**src/rtl/alu_share_arb_pkg.sv**
```systemverilog
// Shared ALU encoding constants and operation record for the ALU share arbiter.
package alu_share_arb_pkg;
  localparam int CONF_ALU_W = 4;
  localparam int WORD_W     = 16;
  localparam int CARRY_W    = 1;
  localparam int DATA_W     = CARRY_W + WORD_W;

  localparam logic [CONF_ALU_W-1:0] CONF_ALU_NOP  = 4'h0;
  localparam logic [CONF_ALU_W-1:0] CONF_ALU_MULT = 4'h6;

  typedef logic [CONF_ALU_W-1:0] conf_t;
  typedef logic [DATA_W-1:0]     data_t;

  typedef struct packed {
    conf_t conf;
    data_t a;
    data_t b;
  } alu_op_t;

  localparam alu_op_t ALU_OP_IDLE = '{conf: CONF_ALU_NOP, a: '0, b: '0};
endpackage

```
**src/rtl/alu_share_arb_if.sv**
```systemverilog
// Requester, response and ALU-side bundle of the ALU share arbiter.
interface alu_share_arb_if import alu_share_arb_pkg::*; #(
  parameter int N_REQ = 4
);
  logic [N_REQ-1:0]                 REQ_VALID;
  logic [N_REQ-1:0]                 REQ_READY;
  logic [N_REQ-1:0][CONF_ALU_W-1:0] REQ_CONF;
  logic [N_REQ-1:0][DATA_W-1:0]     REQ_A;
  logic [N_REQ-1:0][DATA_W-1:0]     REQ_B;
  logic [N_REQ-1:0]                 RSP_VALID;
  logic [N_REQ-1:0]                 RSP_READY;
  logic [DATA_W-1:0]                RSP_DATA;
  logic [CONF_ALU_W-1:0]            ALU_CONF;
  logic [DATA_W-1:0]                ALU_IN_A;
  logic [DATA_W-1:0]                ALU_IN_B;
  logic [DATA_W-1:0]                ALU_OUT;
  logic                             BUSY;

  modport slave (
    input  REQ_VALID, REQ_CONF, REQ_A, REQ_B, RSP_READY, ALU_OUT,
    output REQ_READY, RSP_VALID, RSP_DATA, ALU_CONF, ALU_IN_A, ALU_IN_B, BUSY
  );

  modport master (
    output REQ_VALID, REQ_CONF, REQ_A, REQ_B, RSP_READY, ALU_OUT,
    input  REQ_READY, RSP_VALID, RSP_DATA, ALU_CONF, ALU_IN_A, ALU_IN_B, BUSY
  );
endinterface

```
**src/rtl/alu_share_arb_rr_arb.sv**
```systemverilog
// Combinational round-robin picker: searches req from ptr+1 (mod N_REQ) upward.
module alu_share_arb_rr_arb #(
  parameter int N_REQ = 4,
  parameter int ID_W  = $clog2(N_REQ)
) (
  input  logic [N_REQ-1:0] i_req,
  input  logic [ID_W-1:0]  i_ptr,
  input  logic             i_en,
  output logic [N_REQ-1:0] o_gnt,
  output logic [ID_W-1:0]  o_id,
  output logic             o_any
);
  logic [ID_W:0] w_s;

  // Walk offsets from farthest to nearest so the nearest hit overwrites the rest.
  always_comb begin
    o_gnt = '0;
    o_id  = '0;
    o_any = 1'b0;
    w_s   = '0;
    for (int k = N_REQ; k >= 1; k--) begin
      w_s = {1'b0, i_ptr} + (ID_W+1)'(k);
      if (w_s >= (ID_W+1)'(N_REQ)) w_s = w_s - (ID_W+1)'(N_REQ);
      if (i_en && i_req[w_s[ID_W-1:0]]) begin
        o_gnt                  = '0;
        o_gnt[w_s[ID_W-1:0]]   = 1'b1;
        o_id                   = w_s[ID_W-1:0];
        o_any                  = 1'b1;
      end
    end
  end
endmodule

```
**src/rtl/alu_share_arb.sv**
```systemverilog
// Round-robin time-sharing of one combinational ALU: issue stage E, result stage R.
// ALU_ARB_MULT2_EN: MULT holds E for a second cycle before it advances.
module alu_share_arb import alu_share_arb_pkg::*; #(
  parameter int N_REQ = 4,
  parameter int ID_W  = $clog2(N_REQ)
) (
  input  logic           CLK,
  input  logic           RST,
  alu_share_arb_if.slave bus
);
  alu_op_t           r_e_op;
  logic              r_e_valid;
  logic [ID_W-1:0]   r_e_id;
  logic [DATA_W-1:0] r_r_data;
  logic              r_r_valid;
  logic [ID_W-1:0]   r_r_id;
  logic [ID_W-1:0]   r_ptr;

  logic              w_stall;
  logic              w_adv_e;
  logic              w_gnt_en;
  logic              w_mult_wait;
  logic [N_REQ-1:0]  w_gnt;
  logic [ID_W-1:0]   w_gid;
  logic              w_any;
  logic [N_REQ-1:0]  w_rsp_vld;

`ifdef ALU_ARB_MULT2_EN
  logic r_phase;

  assign w_mult_wait = r_e_valid && (r_e_op.conf == CONF_ALU_MULT) && !r_phase;

  always_ff @(posedge CLK or posedge RST) begin
    if (RST)              r_phase <= 1'b0;
    else if (w_adv_e)     r_phase <= 1'b0;
    else if (w_mult_wait) r_phase <= 1'b1;
  end
`else
  assign w_mult_wait = 1'b0;
`endif

  assign w_stall  = r_r_valid & ~bus.RSP_READY[r_r_id];
  assign w_adv_e  = r_e_valid & ~w_stall & ~w_mult_wait;
  assign w_gnt_en = ~RST & ~w_stall & (~r_e_valid | w_adv_e);

  alu_share_arb_rr_arb #(.N_REQ(N_REQ), .ID_W(ID_W)) u_rr_arb (
    .i_req (bus.REQ_VALID),
    .i_ptr (r_ptr),
    .i_en  (w_gnt_en),
    .o_gnt (w_gnt),
    .o_id  (w_gid),
    .o_any (w_any)
  );

  // E drops to NOP/zero whenever it frees up without a new grant, keeping ALU inputs quiet.
  always_ff @(posedge CLK or posedge RST) begin
    if (RST) begin
      r_e_op    <= ALU_OP_IDLE;
      r_e_valid <= 1'b0;
      r_e_id    <= '0;
      r_ptr     <= ID_W'(N_REQ-1);
    end else if (w_any) begin
      r_e_op    <= '{conf: bus.REQ_CONF[w_gid], a: bus.REQ_A[w_gid], b: bus.REQ_B[w_gid]};
      r_e_valid <= 1'b1;
      r_e_id    <= w_gid;
      r_ptr     <= w_gid;
    end else if (!r_e_valid || w_adv_e) begin
      r_e_op    <= ALU_OP_IDLE;
      r_e_valid <= 1'b0;
      r_e_id    <= '0;
    end
  end

  always_ff @(posedge CLK or posedge RST) begin
    if (RST) begin
      r_r_data  <= '0;
      r_r_valid <= 1'b0;
      r_r_id    <= '0;
    end else if (w_adv_e) begin
      r_r_data  <= bus.ALU_OUT;
      r_r_valid <= 1'b1;
      r_r_id    <= r_e_id;
    end else if (r_r_valid && bus.RSP_READY[r_r_id]) begin
      r_r_data  <= '0;
      r_r_valid <= 1'b0;
      r_r_id    <= '0;
    end
  end

  always_comb begin
    w_rsp_vld = '0;
    if (r_r_valid) w_rsp_vld[r_r_id] = 1'b1;
  end

  assign bus.REQ_READY = w_gnt;
  assign bus.RSP_VALID = w_rsp_vld;
  assign bus.RSP_DATA  = r_r_data;
  assign bus.ALU_CONF  = r_e_op.conf;
  assign bus.ALU_IN_A  = r_e_op.a;
  assign bus.ALU_IN_B  = r_e_op.b;
  assign bus.BUSY      = r_e_valid | r_r_valid;
endmodule

```
**src/flat_wrapper.sv**
```systemverilog
// flat-port wrapper written by rule: the top's interface ports become plain ports
module alu_share_arb_flat import alu_share_arb_pkg::*;
#(
  parameter int N_REQ = 4,
  parameter int ID_W  = $clog2(N_REQ)
)
  (CLK, RST, bus_REQ_VALID, bus_REQ_CONF, bus_REQ_A, bus_REQ_B, bus_RSP_READY, bus_ALU_OUT, bus_REQ_READY, bus_RSP_VALID, bus_RSP_DATA, bus_ALU_CONF, bus_ALU_IN_A, bus_ALU_IN_B, bus_BUSY);
  alu_share_arb_if #(.N_REQ(N_REQ)) bus_i ();
  input  logic CLK;
  input  logic RST;
  input wire logic [$bits(bus_i.REQ_VALID)-1:0] bus_REQ_VALID;
  input wire logic [$bits(bus_i.REQ_CONF)-1:0] bus_REQ_CONF;
  input wire logic [$bits(bus_i.REQ_A)-1:0] bus_REQ_A;
  input wire logic [$bits(bus_i.REQ_B)-1:0] bus_REQ_B;
  input wire logic [$bits(bus_i.RSP_READY)-1:0] bus_RSP_READY;
  input wire logic [$bits(bus_i.ALU_OUT)-1:0] bus_ALU_OUT;
  output wire logic [$bits(bus_i.REQ_READY)-1:0] bus_REQ_READY;
  output wire logic [$bits(bus_i.RSP_VALID)-1:0] bus_RSP_VALID;
  output wire logic [$bits(bus_i.RSP_DATA)-1:0] bus_RSP_DATA;
  output wire logic [$bits(bus_i.ALU_CONF)-1:0] bus_ALU_CONF;
  output wire logic [$bits(bus_i.ALU_IN_A)-1:0] bus_ALU_IN_A;
  output wire logic [$bits(bus_i.ALU_IN_B)-1:0] bus_ALU_IN_B;
  output wire logic [$bits(bus_i.BUSY)-1:0] bus_BUSY;
  assign bus_i.REQ_VALID = bus_REQ_VALID;
  assign bus_i.REQ_CONF = bus_REQ_CONF;
  assign bus_i.REQ_A = bus_REQ_A;
  assign bus_i.REQ_B = bus_REQ_B;
  assign bus_i.RSP_READY = bus_RSP_READY;
  assign bus_i.ALU_OUT = bus_ALU_OUT;
  assign bus_REQ_READY = bus_i.REQ_READY;
  assign bus_RSP_VALID = bus_i.RSP_VALID;
  assign bus_RSP_DATA = bus_i.RSP_DATA;
  assign bus_ALU_CONF = bus_i.ALU_CONF;
  assign bus_ALU_IN_A = bus_i.ALU_IN_A;
  assign bus_ALU_IN_B = bus_i.ALU_IN_B;
  assign bus_BUSY = bus_i.BUSY;
  alu_share_arb #(.N_REQ(N_REQ), .ID_W(ID_W)) u_core (.CLK(CLK), .RST(RST), .bus(bus_i));
endmodule
```
**config.mk**
```make
export PLATFORM = sky130hd
export DESIGN_NAME = alu_share_arb_flat
export DESIGN_NICKNAME = d
export VERILOG_FILES = /design/src/rtl/alu_share_arb_pkg.sv /design/src/rtl/alu_share_arb_if.sv /design/src/rtl/alu_share_arb_rr_arb.sv /design/src/rtl/alu_share_arb.sv /design/src/flat_wrapper.sv
export SDC_FILE = /design/constraint.sdc
export NUM_CORES = 1
export LEC_CHECK = 0
export BUFFER_PORTS_ARGS = -buffer_cell sky130_fd_sc_hd__buf_2
export CAP_MARGIN = 20
export CELL_PAD_IN_SITES_DETAIL_PLACEMENT = 1
export CELL_PAD_IN_SITES_GLOBAL_PLACEMENT = 1
export CORE_ASPECT_RATIO = 1.25
export CORE_MARGIN = 2
export CORE_UTILIZATION = 33
export DETAILED_ROUTE_END_ITERATION = 10
export GPL_ROUTABILITY_DRIVEN = 0
export GPL_TIMING_DRIVEN = 0
export HOLD_SLACK_MARGIN = 0.15
export PLACE_DENSITY = 0.84
export SLEW_MARGIN = 20
export SYNTH_ARGS = -nofsm -noshare
export SYNTH_HDL_FRONTEND = slang
export SYNTH_SLANG_ARGS = --single-unit
```
**constraint.sdc**
```tcl
create_clock -name CLK -period 4.45 [get_ports CLK]
set_clock_uncertainty 0.2 [all_clocks]
set_input_delay 0.2225 -clock CLK [delete_from_list [all_inputs] [get_ports CLK]]
set_output_delay 0.2225 -clock CLK [all_outputs]
set_load 0.05 [all_outputs]
```
Word-level counts from Yosys, hierarchy flattened
Index checks and enable logic that the tools add are counted.
{ "totals": {"ff_bits": 63, "in_bits": 179, "output_inout_bits": 64, "word_cells": 111} }
{ "classes": {"n_reduce_logical": 14, "addsub": 8, "bitwise_logic": 10, "mux": 55, "magnitude_cmp": 15} }
{ "op_table": {"columns": ["cell", "count"], "rows": [
  ["2-to-1 mux 38 bit", 2],
  ["binary-select mux 17 bit (select 2 bit)", 2],
  ["2-to-1 mux 17 bit", 4],
  ["2-to-1 mux 2 bit", 12],
  ["2-to-1 mux 4 bit", 6],
  ["< comparator 2 x 3 -> 1 bit, second input constant", 6],
  ["2-to-1 mux 1 bit", 18],
  [">= comparator 3 bit, second input constant", 4],
  ["binary-select mux 1 bit (select 2 bit)", 5],
  ["demux 1 bit (select 2 bit)", 5],
  [">= comparator 2 x 1 -> 1 bit, second input constant", 5],
  ["logical AND 1 bit", 10],
  ["binary-select mux 4 bit (select 2 bit)", 1],
  ["subtractor 2 x 1 -> 2 bit, second input constant", 4],
  ["adder 2 x 2 -> 3 bit, second input constant", 2],
  ["AND 1 bit", 4],
  ["inverter 1 bit", 4],
  ["nonzero test 2 bit", 2],
  ["adder 2 x 1 -> 3 bit, second input constant", 1],
  ["adder 2 x 3 -> 3 bit, second input constant", 1],
  ["OR 1 bit", 2],
  ["zero test 1 bit", 1],
  ["logical OR 1 bit", 1]
]} }

Logic depth before layout (Yosys ltp)
Gate-level depths: netlist of the first run.
{ "depth": {"ltp_word": 16, "depth_mapped": 11, "ltp_nobuf": 8} }

Hierarchy
A second synthesis of the first run with hierarchy kept.
{ "unflattened": {"hier_cells": 358, "hier_area_um2": 4032.6} }
{ "by_module_without_submodules": {"columns": ["module", "seq_area_each_um2", "area_each_um2", "n_inst", "cells_per_inst"], "rows": [
  ["alu_share_arb", 1579.0, 3494.6, 1, 291],
  ["alu_share_arb_rr_arb", 0.0, 538.0, 1, 67]
]} }

Least setup slack after synthesis of the first run
Ideal clock, no wire load.
{ "synth_path": {"path_type": "reg2out", "start": "register u_core.r_ptr[0]", "end": "output bus_REQ_READY[0]", "setup_slack_ns": 1.124, "arrival_time_ns": 2.903, "n_path_buf": 2, "required_ns": 4.028, "path_stages_with_launch": 8, "path_cell_list": "dfstp_2 buf_6 inv_1 ha_1 mux4_2 clkbuf_1 a211o_1 a21oi_1"} }
{ "synth_via": {"elab_chain_cells": 11, "word_cells_on_any_way": 52, "cone_classes": "add/sub: 8; order compare: 12; mux: 24; reduce/logical: 8"} }
{ "synth_lines": {"columns": ["item", "line_no", "source"], "rows": [
  ["start: declaration", "alu_share_arb.sv:17", "logic [ID_W-1:0] r_ptr;"],
  ["start signal: assignment", "alu_share_arb.sv:61", "r_ptr <= ID_W'(N_REQ-1);"],
  ["start signal: assignment", "alu_share_arb.sv:66", "r_ptr <= w_gid;"],
  ["adder 2 x 3 -> 3 bit", "alu_share_arb_rr_arb.sv:22", "w_s = {1'b0, i_ptr} + (ID_W+1)'(k);"],
  [">= comparator 3 bit / subtractor 2 x 1 -> 2 bit (equally long branches)", "alu_share_arb_rr_arb.sv:23", "if (w_s >= (ID_W+1)'(N_REQ)) w_s = w_s - (ID_W+1)'(N_REQ);"],
  ["2-to-1 mux 2 bit", "alu_share_arb_rr_arb.sv:23", null],
  ["< comparator 2 x 3 -> 1 bit (not written as such) / >= comparator 2 x 1 -> 1 bit (equally long branches)", "alu_share_arb_rr_arb.sv:26", "o_gnt[w_s[ID_W-1:0]] = 1'b1;"],
  ["logical AND 1 bit (not written as such)", "alu_share_arb_rr_arb.sv:26", null],
  ["2-to-1 mux 1 bit (not written as such)", "alu_share_arb_rr_arb.sv:26", null],
  ["demux 1 bit (select 2 bit)", "alu_share_arb_rr_arb.sv:26", null],
  ["2-to-1 mux 4 bit (3 in series)", "alu_share_arb_rr_arb.sv:24", "if (i_en && i_req[w_s[ID_W-1:0]]) begin"],
  ["2-to-1 mux 4 bit *", "alu_share_arb_rr_arb.sv:24", null],
  ["end: declaration", "flat_wrapper.sv:17", "output wire logic [$bits(bus_i.REQ_READY)-1:0] bus_REQ_READY;"]
]} }
Mark *: on every way between the ends. The rest lies on a longest branch, timed or not. The select of a mux whose other input is x is not followed.

Worst setup path after layout of the first run
{ "layout_path": {"start": "register u_core.r_ptr[0]", "end": "register u_core.r_e_op, in the netlist u_core.bus.ALU_IN_A[1]"} }
{ "layout_via": {"elab_chain_cells": 13, "word_cells_on_any_way": 40, "cone_classes": "add/sub: 8; order compare: 4; mux: 23; reduce/logical: 5"} }
{ "layout_lines": {"columns": ["item", "line_no", "source"], "rows": [
  ["adder 2 x 3 -> 3 bit", "alu_share_arb_rr_arb.sv:22", null],
  [">= comparator 3 bit / subtractor 2 x 1 -> 2 bit (equally long branches)", "alu_share_arb_rr_arb.sv:23", null],
  ["2-to-1 mux 2 bit", "alu_share_arb_rr_arb.sv:23", null],
  ["binary-select mux 1 bit (select 2 bit)", "alu_share_arb_rr_arb.sv:24", null],
  ["2-to-1 mux 1 bit (not written as such)", "alu_share_arb_rr_arb.sv:24", null],
  ["logical AND 1 bit", "alu_share_arb_rr_arb.sv:24", null],
  ["2-to-1 mux 2 bit (4 in series)", "alu_share_arb_rr_arb.sv:24", null],
  ["binary-select mux 17 bit (select 2 bit)", "alu_share_arb.sv:63", "r_e_op <= '{conf: bus.REQ_CONF[w_gid], a: bus.REQ_A[w_gid], b: bus.REQ_B[w_gid]};"],
  ["2-to-1 mux 17 bit (not written as such)", "alu_share_arb.sv:63", null],
  ["2-to-1 mux 38 bit", "alu_share_arb.sv:62", "end else if (w_any) begin"],
  ["end signal: assignment", "alu_share_arb.sv:63", null],
  ["end: declaration", "alu_share_arb.sv:11", "alu_op_t r_e_op;"]
]} }
Parallel ways exist; a longest one is shown, timed or not. The select of a mux whose other input is x is not followed.
A chain may end at the register's enable or synchronous reset.

==> results of run 1 <==
-- cell usage in the layout (no fill, tap or decap), drive strengths merged, types with 2 or more instances in the layout --
| master | netlist | layout |
|---|---|---|
| buf | 34 | 277 |
| dlygate4sd3 | 0 | 122 |
| dfrtp | 61 | 61 |
| nand2 | 49 | 49 |
| and3 | 39 | 39 |
| nand4 | 38 | 38 |
| nand3 | 38 | 38 |
| a41oi | 38 | 38 |
| a211oi | 38 | 38 |
| clkbuf | 19 | 28 |
| a22o | 19 | 19 |
| inv | 8 | 11 |
| nor2b | 6 | 6 |
| a211o | 5 | 5 |
| a221oi | 5 | 5 |
| mux2i | 4 | 4 |
| mux4 | 4 | 4 |
| a21oi | 4 | 4 |
| ha | 4 | 4 |
| diode | 0 | 3 |
| and2 | 3 | 3 |
| nor2 | 3 | 3 |
| or2 | 2 | 2 |
| a221o | 2 | 2 |
| bufinv | 0 | 2 |
| dfstp | 2 | 2 |
| o21ai | 2 | 2 |
-- state kept, by name, summed over array words and instances (netlist names) --
name                 cells
u_core.r_e_id            2
u_core.bus.ALU_IN_B     17
u_core.bus.RSP_DATA     17
u_core.bus.ALU_CONF      4
u_core.r_r_id            2
u_core.r_r_valid         1
u_core.r_e_valid         1
u_core.r_ptr             2
u_core.bus.ALU_IN_A     17
-- cells by family (layout without fill, tap and decap cells) --
family	Yosys count	after routing	share of synthesized area, %
simple gates	180	180	21.6
compound gates	118	118	30.2
flops	63	63	35.4
buf+inv	61	442	8.82
mux	8	8	2.91
fa+ha+maj	4	4	1.12
other cells	0	3	0
-- what timing repair did --
action / CTS / global route
gates resized for setup: 0 / 0
endpoints found under the hold margin: 116 / 0
hold buffers: 122 / 0
-- worst max-delay path by stage --
stage,endpoint,slack (ns),cells past startpoint,from
floorplan,bus_REQ_READY[0],1.12,7,u_core.r_ptr[0]$_DFFE_PP1P_
global placement,u_core.bus.ALU_IN_A[14]$_DFFE_PP0P_,-0.28,8,RST
detailed placement,u_core.bus.ALU_IN_A[9]$_DFFE_PP0P_,0.95,11,u_core.r_ptr[0]$_DFFE_PP1P_
CTS,u_core.bus.ALU_IN_A[11]$_DFFE_PP0P_,0.39,12,u_core.r_ptr[0]$_DFFE_PP1P_
global route,u_core.bus.ALU_IN_A[16]$_DFFE_PP0P_,0.13,11,u_core.r_ptr[0]$_DFFE_PP1P_
finish,u_core.bus.ALU_IN_A[1]$_DFFE_PP0P_,0.31,10,u_core.r_ptr[0]$_DFFE_PP1P_
-- layout make-up --
class                           count  area share [%]
Antenna cell                        3           0.100
Buffer                             53            4.87
Clock buffer                        9            3.01
Clock inverter                      7            1.37
Inverter                            8           0.435
Multi-Input combinational cell    310            33.4
Sequential cell                    63            21.1
Tap cell                          171            2.86
Timing Repair Buffer              365            32.8
-- per-layer routing --
metal	global-route usage, %	vias to the layer above	routed length (um)
li1	-	2464	-
met1	36.2	2883	8540
met2	59.4	401	12400
met3	7.97	152	1790
met4	21.7	2	1650
met5	0	-	13
-- where the power goes --
| part | internal, mW | leakage, nW | switching [mW] |
|---|---|---|---|
| registers | 0.845 | 0.798 | 0.185 |
| logic | 1.51 | 2.49 | 2.61 |
| clock network | 0.498 | 0.157 | 0.305 |
| total | 2.85 | 3.44 | 3.10 |
-- critical path, stage by stage (launching register included) --
cell and delay (ns):
dfstp_2 0.55, buf_6 0.15, inv_1 0.10, ha_1 0.42, mux4_2 0.58, o211ai_2 0.40, nand2_2 0.16, clkbuf_1 0.32
a211oi_1 0.51, a41oi_2 0.05, dlygate4sd3_1 0.58
-- per-stage QoR --
step / total power, mW / util, % / TNS, ns / std cells
after detailed placement: 4.53 / 44.7 / 0 / 848
final: 5.95 / 56.5 / 0 / 989
after floorplan: 3.64 / - / 0 / 434
after CTS: 5.75 / 56.4 / 0 / 986
after global routing: 6.20 / 56.5 / 0 / 989
after global placement: 4.41 / 44.5 / -7.60 / 847
==> results.py, run 1 <==
metrics = {
    "yosys": {
        "yosysMostFrequentCell": "dfrtp_1",
        "synth_area_sq_um": 4470,
        "yosys-top-cells-area": "dfrtp_1 34%, a41oi_2 13%, and3_1 5.5%",
        "synth_common_cells": "61 x dfrtp_1, 48 x nand2_1, 39 x and3_1",
        "ys_warn_count": 0,
        "avgSynthCellArea_sq_um": 10.3,
        "synth_flop_cell": "dfrtp_1",
        "seq_area_frac_synth_pct": 35.4,
        "async_flop_share_pct": 100,
        "synth_edf_count": 0,
        "synth_cells": 434,
        "syn_nets": 617,
        "yosysTopAreaCellShare_pct": 34.2,
        "ys_seq_elements": 63,
        "synth_top_area_cell": "dfrtp_1",
        "yosysUniqueCellTypes": 41,
    },
    "floorplan": {
        "start_util_pct": 33.8,
        "core-area_sq_um": 13200,
        "ios": 243,
        "die_x_um": 108,
        "rows": 47,
        "die-area_sq_um": 14500,
        "die_h_um": 134,
    },
    "finish": {
        "multi_input_area_sq_um": 2490,
        "nets": 993,
        "postLayoutCellArea_sq_um": 7470,
        "seq_area_sq_um": 1580,
        "fill_cells": 1528,
        "syn2layout_area_growth_pct": 67.3,
        "drive_gt1_share_pct": 44.4,
    },
    "routing": {
        "viasPerCell": 5.97,
        "dr.pass1.iters": 5,
        "drc": 0,
        "wirelength_um": 24400,
        "wl_per_cell_um": 24.6,
        "num_vias": 5902,
        "final_antenna_net_count": 0,
        "drtIter0Drc": 341,
    },
    "setup_path": {
        "required_ns": 4.46,
        "regToRegEndpoint": "u_core.bus.ALU_IN_A[1]$_DFFE_PP0P_",
        "worst-r2r-setup-slack_ns": 0.31,
        "crit_fanout": 10,
        "arrival_ns": 4.16,
        "reg2reg_depth": 10,
        "start_kind": "register",
        "critPathKind": "reg2reg",
        "critPathCaptureType": "register",
        "r2r-start": "u_core.r_ptr[0]$_DFFE_PP1P_",
    },
    "cts": {
        "numCtsBuffers": 9,
        "cts_tree": "built",
        "cts_sinks": 63,
        "cts-root-buf": "clkbuf_16",
        "path_clk_slew_ns": 0.06,
        "cts.htree.levels": 3,
        "clockBufferDepth": 2,
        "insertion_delay_ns": 0.33,
        "cts_setup_buffers": 0,
    },
    "power": {
        "static-leakage-power_nw": 3.44,
        "p_per_area_nw_per_um2": 797,
        "ir_worst_vdd_mv": 0.351,
    },
    "min_path": {
        "hold_depth": 4,
        "worstHoldPathType": "in2reg",
        "hold_path_end": "u_core.r_r_valid$_DFFE_PP0P_",
        "hp-start": "bus_RSP_READY[1]",
    },
    "grt": {
        "grt.total_usage_pct": 34.0,
        "grt_pass1_wl_um": 37700,
        "antenna_found_initial": 4,
        "grt_pass1_vias": 6819,
        "grt_start_max_net_pins": 35,
        "grt-ovfl-total": 0,
    },
    "sta": {
        "fin_crit_ns": 4.14,
        "max_freq_mhz": 241,
        "slew_violations": 0,
        "setup_slack_ns": 0.306,
        "setup_violations": 0,
        "fin_crit_sh_pct": 93.1,
        "rsz0062_at_grt": "false",
        "hold_slack_ns": 0.260,
        "worstMarginPinSlew_ns": 0.774,
        "hold_viol_final": 0,
        "slew_headroom_pct": 48.4,
    },
    "outcome": {
        "outcome": "complete, no violations",
    },
    "place": {
        "dpl-instance-area_sq_um": 5910,
        "port_buffers": 242,
        "pre_cts_ws_ns": 0.945,
        "dpl.hpwl_um": 14000,
    },
    "job": {
        "drv_cap": 0,
    },
}
(Power assumes the default switching activity.)
==> run 2: changes to the inputs <==
- ABC_AREA: default -> 1
- CORE_UTILIZATION: 33 -> 29
- PLACE_DENSITY: 0.84 -> 0.83
==> run 2 against run 1 <==
- largest cell class unchanged
- maximum frequency down 0.89%
- synthesized cell count up 45%
- synthesized area is 4.9% lower
- count of clock-buffer cells in the layout did not move
- sequential cell count did not move
==> results.py, run 2 <==
metrics = {
    "outcome": {
        "outcome": "complete, no violations",
    },
    "power": {
        "combPwrFrac_pct": 76.5,
        "internal-power_mw": 3.26,
        "seqPwrFrac_pct": 14.2,
        "static-leakage-power_nw": 3.78,
        "p_sw_mw": 3.86,
        "p_per_area_nw_per_um2": 974,
        "ir_worst_vdd_mv": 0.490,
        "finalPower_mw": 7.12,
        "power.share.clock_pct": 9.4,
        "swShare_pct": 54.2,
    },
    "yosys": {
        "synth_top_area_cell": "dfrtp_1",
        "yosysUniqueCellTypes": 27,
        "synth_area_sq_um": 4250,
        "yosysTopAreaCellShare_pct": 35.9,
        "yosys-top-cells-area": "dfrtp_1 36%, nand3_1 26%, nand2_1 17%",
        "avgSynthCellArea_sq_um": 6.73,
        "synth_cells": 631,
        "seq_area_frac_synth_pct": 37.2,
        "syn_nets": 814,
        "synth_flop_cell": "dfrtp_1",
        "async_flop_share_pct": 100,
        "ys_seq_elements": 63,
        "synth_common_cells": "224 x nand3_1, 192 x nand2_1, 61 x dfrtp_1",
        "synth_edf_count": 0,
        "ys_warn_count": 0,
        "yosysMostFrequentCell": "nand3_1",
    },
    "setup_path": {
        "critPathCaptureType": "register",
        "crit_fanout": 10,
        "start_kind": "register",
        "cpMostUsedCell": "nand3_1",
        "max_stage_delay_ns": 0.60,
        "slowest_stage": "dlygate4sd3_1",
        "critPathKind": "reg2reg",
        "crit_chain": "inv_1, ha_4, inv_1, nand3_1, nand2_1, inv_2, nand3_2, nand2_1, nand3_2, buf_4, buf_2, nand3_1, nand3_1, dlygate4sd3_1, nand3_1, dlygate4sd3_1, nand2_1",
        "arrival_ns": 4.21,
        "required_ns": 4.48,
    },
    "grt": {
        "grt-ovfl-total": 0,
        "grt_start_max_net_pins": 71,
        "grt.total_usage_pct": 29.4,
        "grt_pass1_vias": 6942,
        "grt_pass1_wl_um": 36200,
        "antenna_found_initial": 3,
    },
    "cts": {
        "cts.htree.levels": 3,
        "clockBufferDepth": 2,
        "cts-root-buf": "clkbuf_16",
        "insertion_delay_ns": 0.34,
        "cts_setup_buffers": 0,
        "path_clk_slew_ns": 0.06,
        "cts_sinks": 63,
        "numCtsBuffers": 9,
        "cts_tree": "built",
    },
    "routing": {
        "drc": 0,
        "viasPerCell": 5.20,
        "drtIter0Drc": 275,
        "dr.pass1.iters": 4,
        "num_vias": 6251,
        "wirelength_um": 23000,
        "wl_per_cell_um": 19.1,
        "final_antenna_net_count": 0,
    },
    "sta": {
        "hold_slack_ns": 0.276,
        "hold_viol_final": 0,
        "rsz0062_at_grt": "false",
        "setup_violations": 0,
        "setup_slack_ns": 0.269,
        "worstMarginPinSlew_ns": 0.755,
        "fin_crit_sh_pct": 94.0,
        "slew_headroom_pct": 49.6,
        "slew_violations": 0,
        "max_freq_mhz": 239,
        "fin_crit_ns": 4.18,
    },
    "place": {
        "port_buffers": 242,
        "dpl-instance-area_sq_um": 5690,
        "pre_cts_ws_ns": 1.15,
        "dpl.hpwl_um": 14100,
    },
    "floorplan": {
        "die_x_um": 112,
        "core-area_sq_um": 14300,
        "start_util_pct": 29.6,
        "rows": 49,
        "die-area_sq_um": 15600,
        "die_h_um": 139,
        "ios": 243,
    },
    "finish": {
        "mostFrequentLayoutCells": "259 x buf_2, 224 x nand3_1, 192 x nand2_1",
        "final_common_cell": "buf_2",
        "syn2layout_area_growth_pct": 72.1,
        "nets": 1199,
        "postLayoutCellArea_sq_um": 7310,
        "drive_gt1_share_pct": 30.5,
    },
    "min_path": {
        "worstHoldPathType": "reg2reg",
    },
    "job": {
        "drv_cap": 0,
    },
}
run 2: cell count changes after synthesis, sizes merged, moves of 6 or more:
| cell | before | now |
|---|---|---|
| nand4 | 38 | 4 |
| nor2 | 3 | 9 |
| a41oi | 38 | 0 |
| a22o | 19 | 0 |
| nand2 | 49 | 194 |
| clkbuf | 19 | 11 |
| nand3 | 38 | 229 |
| a211oi | 38 | 0 |
| o21ai | 2 | 27 |
| inv | 8 | 40 |
| and3 | 39 | 0 |
| nor2b | 6 | 0 |
run 2: through the flow:
stage / util [%] / TNS (ns) / cells
5_1_grt: 50.9 / 0 / 1201
3_5_place_dp: 39.6 / 0 / 1051
3_3_place_gp: 39.6 / -20.54 / 1051
4_1_cts: 50.7 / 0 / 1199
6_report: 51.0 / 0 / 1202
2_1_floorplan: - / 0 / 631
run 2: cells by family (layout without fill, tap and decap cells):
logic type,after synthesis,in the layout,synth area share [%]
buffers and inverters,88,478,9.84
AO/OA/AOI/OAI,35,35,4.60
other,0,3,0
flip-flops,63,63,37.2
adder cells (fa/ha/maj),4,4,1.18
AND/OR/NAND/NOR,441,441,47.2
run 2: per-layer routing:
metal	vias up	global-route usage (%)	routed length, um
li1	2885	-	-
met1	3006	32.3	8410
met2	276	52.9	12000
met3	82	6.10	1430
met4	2	15.3	1170
met5	-	0	13
run 2: area by class of cell:
| cell class | count | area (sq um) |
|---|---|---|
| buffer | 47 | 274 |
| clock inverter | 7 | 47.5 |
| multi-input combinational | 480 | 2260 |
| tap | 178 | 223 |
| fill | 1894 | 7040 |
| sequential | 63 | 1580 |
| inverter | 41 | 159 |
| clock buffer | 9 | 225 |
| antenna | 3 | 7.51 |
| timing repair buffer | 374 | 2530 |
run 2: worst paths after layout:
path                                                          from                            endpoint  slack (ns)  cells past startpoint
worst max-delay path                   u_core.r_ptr[1]$_DFFE_PP1P_  u_core.bus.ALU_IN_B[6]$_DFFE_PP0P_        0.27                     17
worst min-delay path            u_core.bus.ALU_CONF[3]$_DFFE_PP0P_  u_core.bus.ALU_CONF[3]$_DFFE_PP0P_        0.28                      2
worst max register to register         u_core.r_ptr[1]$_DFFE_PP1P_  u_core.bus.ALU_IN_B[6]$_DFFE_PP0P_        0.27                     17
worst min register to register  u_core.bus.ALU_CONF[3]$_DFFE_PP0P_  u_core.bus.ALU_CONF[3]$_DFFE_PP0P_        0.28                      2
max in group asynchronous                                      RST  u_core.bus.ALU_IN_B[8]$_DFFE_PP0P_        3.25                      3
min in group asynchronous                                      RST  u_core.bus.RSP_DATA[6]$_DFFE_PP0P_        0.32                      3
run 2: critical path, delay by kind of cell (launching register included):
family,cells,cell delay [ns]
adder cells (fa/ha/maj),1,0.35
flip-flops,1,0.59
buffers and inverters,7,1.94
AND/OR/NAND/NOR,9,0.95
run 2: power groups by stage:
| stage | Clock, mW | Combinational (mW) | Sequential (mW) |
|---|---|---|---|
| 3_5_place_dp | 0 | 4.28 | 1.00 |
| 2_1_floorplan | 0 | 2.32 | 1.71 |
| 6_report | 0.666 | 5.44 | 1.01 |
| 4_1_cts | 0.673 | 5.23 | 0.995 |
| 3_3_place_gp | 0 | 4.19 | 0.994 |
| 5_1_grt | 0.699 | 5.91 | 1.03 |
run 2: what timing repair did:
action | CTS | global route
endpoints found under the setup margin | 0 | 23
gates resized for setup | 0 | 11
hold buffers | 132 | 0
hold endpoints to repair | 116 | 0
